### config.mk
export PLATFORM = sky130hd
export DESIGN_NAME = pipe_flush_ctr_flat
export DESIGN_NICKNAME = d
export VERILOG_FILES = /design/src/rtl/pipe_flush_ctr_if.sv /design/src/rtl/pipe_flush_ctr.sv /design/src/flat_wrapper.sv
export SDC_FILE = /design/constraint.sdc
export NUM_CORES = 1
export LEC_CHECK = 0
export CAP_MARGIN = 20
export CORE_MARGIN = 3
export CORE_UTILIZATION = 35
export CTS_CLUSTER_SIZE = 40
export DETAILED_ROUTE_END_ITERATION = 10
export PLACE_DENSITY = 0.86
export SETUP_SLACK_MARGIN = 0.3
export SYNTH_ARGS = -nofsm -noshare
export SYNTH_HDL_FRONTEND = slang
export SYNTH_SLANG_ARGS = --single-unit
export TNS_END_PERCENT = 30
### constraint.sdc
create_clock -name clk -period 2.05 [get_ports clk]
set_input_delay 0.41 -clock clk [delete_from_list [all_inputs] [get_ports clk]]
set_output_delay 0.41 -clock clk [all_outputs]
set_load 0.02 [all_outputs]
### src/rtl/pipe_flush_ctr_if.sv
// D-stage control bundle between the decode/hazard side and the flush controller.
// The controller takes the slave view; the driver of the decode inputs takes the master view.
interface pipe_flush_ctr_if;
  logic [31:0] i_instr_d;
  logic        i_d_valid;
  logic        i_stall;
  logic        i_irq;
  logic        i_exc_ack;
  logic        o_br;
  logic [1:0]  o_ext_mode;
  logic        o_exc_req;
  logic        o_dclr;
  logic        o_eclr;
  logic [1:0]  o_pc_sel;

  modport slave (
    input  i_instr_d, i_d_valid, i_stall, i_irq, i_exc_ack,
    output o_br, o_ext_mode, o_exc_req, o_dclr, o_eclr, o_pc_sel
  );

  modport master (
    output i_instr_d, i_d_valid, i_stall, i_irq, i_exc_ack,
    input  o_br, o_ext_mode, o_exc_req, o_dclr, o_eclr, o_pc_sel
  );
endinterface

### src/rtl/pipe_flush_ctr.sv
// D-stage branch/extension decode plus an IDLE/REQ/FLUSH controller that sequences
// interrupt entry and eret return, clearing D/E for FLUSH_CYC cycles while steering the PC.
module pipe_flush_ctr #(
  parameter int unsigned FLUSH_CYC = 1,
  parameter bit          HAS_IRQ   = 1'b1
) (
  input logic              clk,
  input logic              rst,
  pipe_flush_ctr_if.slave  bus
);
  typedef enum logic [1:0] {StIdle, StReq, StFlush} state_e;

  localparam logic [3:0] CntLoad = 4'(FLUSH_CYC - 1);

  state_e     r_state;
  logic [3:0] r_cnt;
  logic       r_exc_req;
  logic       r_flush;
  logic [1:0] r_pc_sel;

  logic [5:0] w_op;
  logic [4:0] w_rt;
  logic [5:0] w_funct;
  logic       w_eret;
  logic       w_br;
  logic [1:0] w_ext;
  logic       w_irq;
  logic       w_accept;

  assign w_op     = bus.i_instr_d[31:26];
  assign w_rt     = bus.i_instr_d[20:16];
  assign w_funct  = bus.i_instr_d[5:0];
  assign w_eret   = (w_op == 6'b010000) && bus.i_instr_d[25] && (w_funct == 6'b011000);
  assign w_irq    = HAS_IRQ && bus.i_irq;
  assign w_accept = bus.i_d_valid && !bus.i_stall;

  always_comb begin
    w_br  = 1'b0;
    w_ext = 2'b00;
    case (w_op)
      6'b000010, 6'b000011, 6'b000100,
      6'b000101, 6'b000110, 6'b000111: w_br = 1'b1;
      6'b000001: w_br = (w_rt == 5'b00000) || (w_rt == 5'b00001);
      6'b000000: w_br = (w_funct == 6'b001000) || (w_funct == 6'b001001);
      default:   w_br = 1'b0;
    endcase
    if (w_eret) w_br = 1'b1;
    case (w_op)
      6'b100000, 6'b100001, 6'b100011, 6'b100100, 6'b100101,
      6'b101000, 6'b101001, 6'b101011,
      6'b001000, 6'b001001, 6'b001010, 6'b001011: w_ext = 2'b01;
      6'b001111: w_ext = 2'b10;
      default:   w_ext = 2'b00;
    endcase
  end

  // Decode is only meaningful while the pipeline is running normally.
  assign bus.o_br       = (r_state == StIdle) && w_br;
  assign bus.o_ext_mode = (r_state == StIdle) ? w_ext : 2'b00;
  assign bus.o_exc_req  = r_exc_req;
  assign bus.o_dclr     = r_flush;
  assign bus.o_eclr     = r_flush;
  assign bus.o_pc_sel   = r_pc_sel;

  always_ff @(posedge clk or posedge rst) begin
    if (rst) begin
      r_state   <= StIdle;
      r_cnt     <= 4'd0;
      r_exc_req <= 1'b0;
      r_flush   <= 1'b0;
      r_pc_sel  <= 2'b00;
    end else begin
      unique case (r_state)
        StIdle: begin
          // Interrupt has priority over an eret sitting in D on the same cycle.
          if (w_irq && w_accept) begin
            r_state   <= StReq;
            r_exc_req <= 1'b1;
          end else if (w_eret && w_accept) begin
            r_state  <= StFlush;
            r_cnt    <= CntLoad;
            r_flush  <= 1'b1;
            r_pc_sel <= 2'b10;
          end
        end
        StReq: begin
          if (bus.i_exc_ack) begin
            r_state   <= StFlush;
            r_cnt     <= CntLoad;
            r_exc_req <= 1'b0;
            r_flush   <= 1'b1;
            r_pc_sel  <= 2'b01;
          end
        end
        StFlush: begin
          if (r_cnt == 4'd0) begin
            r_state  <= StIdle;
            r_flush  <= 1'b0;
            r_pc_sel <= 2'b00;
          end else begin
            r_cnt <= r_cnt - 4'd1;
          end
        end
        default: begin
          r_state   <= StIdle;
          r_cnt     <= 4'd0;
          r_exc_req <= 1'b0;
          r_flush   <= 1'b0;
          r_pc_sel  <= 2'b00;
        end
      endcase
    end
  end
endmodule

### src/flat_wrapper.sv
// flat-port wrapper written by rule: the top's interface ports become plain ports
module pipe_flush_ctr_flat 
#(
  parameter int unsigned FLUSH_CYC = 1,
  parameter bit          HAS_IRQ   = 1'b1
)
  (clk, rst, bus_i_instr_d, bus_i_d_valid, bus_i_stall, bus_i_irq, bus_i_exc_ack, bus_o_br, bus_o_ext_mode, bus_o_exc_req, bus_o_dclr, bus_o_eclr, bus_o_pc_sel);
  pipe_flush_ctr_if bus_i ();
  input logic clk;
  input logic rst;
  input wire logic [$bits(bus_i.i_instr_d)-1:0] bus_i_instr_d;
  input wire logic [$bits(bus_i.i_d_valid)-1:0] bus_i_d_valid;
  input wire logic [$bits(bus_i.i_stall)-1:0] bus_i_stall;
  input wire logic [$bits(bus_i.i_irq)-1:0] bus_i_irq;
  input wire logic [$bits(bus_i.i_exc_ack)-1:0] bus_i_exc_ack;
  output wire logic [$bits(bus_i.o_br)-1:0] bus_o_br;
  output wire logic [$bits(bus_i.o_ext_mode)-1:0] bus_o_ext_mode;
  output wire logic [$bits(bus_i.o_exc_req)-1:0] bus_o_exc_req;
  output wire logic [$bits(bus_i.o_dclr)-1:0] bus_o_dclr;
  output wire logic [$bits(bus_i.o_eclr)-1:0] bus_o_eclr;
  output wire logic [$bits(bus_i.o_pc_sel)-1:0] bus_o_pc_sel;
  assign bus_i.i_instr_d = bus_i_instr_d;
  assign bus_i.i_d_valid = bus_i_d_valid;
  assign bus_i.i_stall = bus_i_stall;
  assign bus_i.i_irq = bus_i_irq;
  assign bus_i.i_exc_ack = bus_i_exc_ack;
  assign bus_o_br = bus_i.o_br;
  assign bus_o_ext_mode = bus_i.o_ext_mode;
  assign bus_o_exc_req = bus_i.o_exc_req;
  assign bus_o_dclr = bus_i.o_dclr;
  assign bus_o_eclr = bus_i.o_eclr;
  assign bus_o_pc_sel = bus_i.o_pc_sel;
  pipe_flush_ctr #(.FLUSH_CYC(FLUSH_CYC), .HAS_IRQ(HAS_IRQ)) u_core (.clk(clk), .rst(rst), .bus(bus_i));
endmodule
==> summary.txt <==
Timing
  – Slew Limit Headroom: between 70% and 80%
  – Least-Margin Pin Slew: 0.427 ns
  – RSZ-0062 raised after global routing: true
  – Fmax achieved: around 450 MHz
  – Tmin final: 2.21 ns
  – Period Utilization, post-route: 108%
  – Clock Skews: 0.00397 ns
  – Fin Hold WS: 0.417 ns
  – Slew Limit Fails: 0
  – TNS Setup: -0.156 ns
  – Fin worst setup slack: -0.156 ns
  – Final Hold Fails: 0
  – Endpoints failing setup: 1

Power
  – Lkg Pwr: 0.599 nW
  – Combinational power share: between 40% and 50%
  – Clock network power share: 20.6%
  – Net Sw Power: ~0.20 mW
  – Pwr Density: 503 nW/µm²
  – Worst vdd ir: 462 µV
  – Seq pwr share: 38.1%
  – P_int: 0.432 mW
  – Switching Share: 31.8%

Cells and area
  – Most frequent cells in the layout: buf_4, clkdlybuf4s50_1, buf_6, dfrtp_1, inv_1
  – N_diodes: 0
  – Commonest non-fill, non-tap cell in the layout: buf_4
  – Area of the multi-input gates: ~480 µm²
  – Share of layout cells above drive strength 1: 39.5%
  – Area grow syn2layout: 75.4%
  – Register Area: 250 µm²
  – Net count, final: about 170
  – Util after Layout: 69.1%
  – Final Cell Area: 1260 µm²
  – Fillers: 151
  – Post-Layout Cell Count: 154

Synthesis
  – Largest family of logic cells by synthesized area: simple AND/OR/NAND/NOR gates
  – Sequential-to-total area share from yosys stat: 34.9%
  – Library cells used by synthesis: 38
  – Syn Inst Count: 80
  – Post-Synth XOR/XNOR Area: 0%
  – Post-synth EDFFs: 0
  – Synth Cell Area: between 700 and 800 µm²
  – Synth warn: 0
  – Syn Nets: 120
  – Seq cells post-synth: 10
  – Async S/R FF share, synth: 100%
  – Primary FF master, synth: dfrtp_1
  – Mapped Avg Cell Area: 8.96 µm²
  – Post-synthesis simple-gate area fraction: ~33%
  – Adder-cell area share of the yosys netlist: 3.49%
  – Synth Area in Compound Gates: 22.3%
  – Post-synthesis mux area share: 0%

Routing
  – DR top layer: met4
  – Final WL: 2.18 mm
  – Routed via count: 810
  – Routed Antenna Nets: 0
  – DR WL met2: 1.12 mm
  – Routed vias/inst: between 5 and 6
  – Metal1 wirelength: 860 µm
  – Total iterations of the first detailed-routing run: 4
  – DRC: 0
  – DR WL/cell: roughly 14 µm
  – Initial DRC count: 15
  – WL met3: approximately 130 µm

Job
  – Max-Cap Viols: 0

Critical path
  – WS Path Type: in2out
  – Critical path launch point type: input port
  – WP buf/inv: 2
  – CP Cell Sequence: buf_6 -> or4_4 -> or4_4 -> o21ai_4 -> buf_6
  – Required time of the critical path: 1.64 ns
  – Top cell family by delay on the critical path: simple AND/OR/NAND/NOR gates
  – CP arrival: approximately 1.8 ns
  – Crit path largest cell delay: 0.53 ns
  – CP Max Fanout: 2
  – Critical path endpoint category: output port
  – Slowest-stage cell, CP: or4_4

Clock network
  – CTS root buffer: clkbuf_4
  – Clock sinks: 10
  – CTS tree: built
  – Post-CTS Hold Buffers: 0
  – Cts bufs inserted: 3
  – H-tree depth: 1
  – Clk slew on worst S/H paths: around 0.060 ns
  – Clk buf depth: 2
  – Skew-Pair Late Insertion Delay: 0.26 ns

Place
  – DP Wirelength: 1.58 mm
  – DP Area: 1140 µm²
  – Port Buf Inserts: 30
  – Inst Count DP: ~150
  – Final RePlAce weighted congestion: 0.757

Status
  – Outcome: complete, but fails checks
  – Failing checks: negative setup slack

Floorplan
  – Die H: 51.3 µm
  – Rows: 15
  – Die area: between 2000 and 3000 µm²
  – Top-Level Pins: 46
  – Die width: 51.3 µm
  – Core area: roughly 1800 µm²
  – Initial Util: 39.4%

Global route
  – Largest net degree at the start of global routing: 12
  – Total GRT Usage: 16.8%
  – Number of global-route vias before repair: about 800
  – First-pass GRT wire length: around 3.4 mm
  – Antenna violations before repair: 0
  – GRT Residual Overflow: 0

Hold path
  – Hold Path Class: in2async
path summary, 6_finish.rpt:
kind | startpoint | to | slack (ns) | cells after the start
worst min register to register | u_core.r_cnt[0]$_DFFE_PP0P_ | u_core.r_cnt[0]$_DFFE_PP0P_ | 0.51 | 1
worst max-delay path | bus_i_instr_d[31] | bus_o_br | -0.16 | 5
worst min-delay path | rst | u_core.bus.o_pc_sel[0]$_DFFE_PP0P_ | 0.42 | 2
worst max register to register | u_core.r_cnt[0]$_DFFE_PP0P_ | u_core.bus.o_pc_sel[0]$_DFFE_PP0P_ | 0.47 | 5
max in group asynchronous | rst | u_core.bus.o_pc_sel[1]$_DFFE_PP0P_ | 1.36 | 2
min in group clk | u_core.r_cnt[0]$_DFFE_PP0P_ | u_core.r_cnt[0]$_DFFE_PP0P_ | 0.51 | 1
routing by layer:
layer	track usage, %	vias up
li1	-	394
met1	17.0	372
met2	32.6	34
met3	3.21	10
met4	7.42	0
met5	0	-
final cells by class:
class | count | area share [%]
sequential | 10 | 19.9
timing repair buffer | 48 | 35.0
clock buffer | 3 | 1.79
tap | 25 | 2.49
multi-input combinational | 60 | 38.4
inverter | 8 | 2.39
kinds of logic after synthesis:
kind of cell               count (synthesis)
buffers and inverters                     10
and+or+nand+nor                           35
DFF                                       10
adders and majority gates                  2
AOI/OAI and AO/OA                         23
state kept, by name, indices dropped and copies added, names as in the netlist:
| signal | cells |
|---|---|
| u_core.r_state | 2 |
| u_core.bus.o_dclr | 1 |
| u_core.r_cnt | 4 |
| u_core.bus.o_pc_sel | 2 |
| u_core.bus.o_exc_req | 1 |
power by group through the flow:
stage / Clock, mW / Combinational [mW] / Sequential [mW]
6_report: 0.130 / 0.261 / 0.241
5_1_grt: 0.143 / 0.280 / 0.244
4_1_cts: 0.132 / 0.252 / 0.241
3_5_place_dp: 0 / 0.248 / 0.242
3_3_place_gp: 0 / 0.245 / 0.241
2_1_floorplan: 0 / 0.0926 / 0.268
through the flow:
step | power, mW | setup slack, ns
finish | 0.633 | -0.156
global route | 0.667 | -0.181
CTS | 0.624 | -0.176
detailed placement | 0.491 | -0.970
global placement | 0.486 | -0.949
floorplan | 0.361 | -0.00531
synth_stat cells, types with 2 or more instances:
| master | number | area, µm² |
|---|---|---|
| a211o_1 | 2 | 17.5 |
| a21oi_1 | 5 | 25.0 |
| and3_2 | 2 | 15.0 |
| buf_4 | 2 | 15.0 |
| dfrtp_1 | 10 | 250 |
| ha_1 | 2 | 25.0 |
| inv_1 | 8 | 30.0 |
| nand2_1 | 4 | 15.0 |
| nand2b_1 | 2 | 12.5 |
| nor2_1 | 7 | 26.3 |
| nor4_1 | 2 | 12.5 |
| o21ai_0 | 5 | 25.0 |
| or2_2 | 2 | 12.5 |
| or2b_2 | 2 | 17.5 |
| or4b_1 | 2 | 20.0 |
repair_timing:
action,in CTS,in global routing
gates resized for setup,60,15
pin swaps,13,19
setup buffers,3,3
endpoints found under the setup margin,11,11
Power figures use the tool's default switching activity.
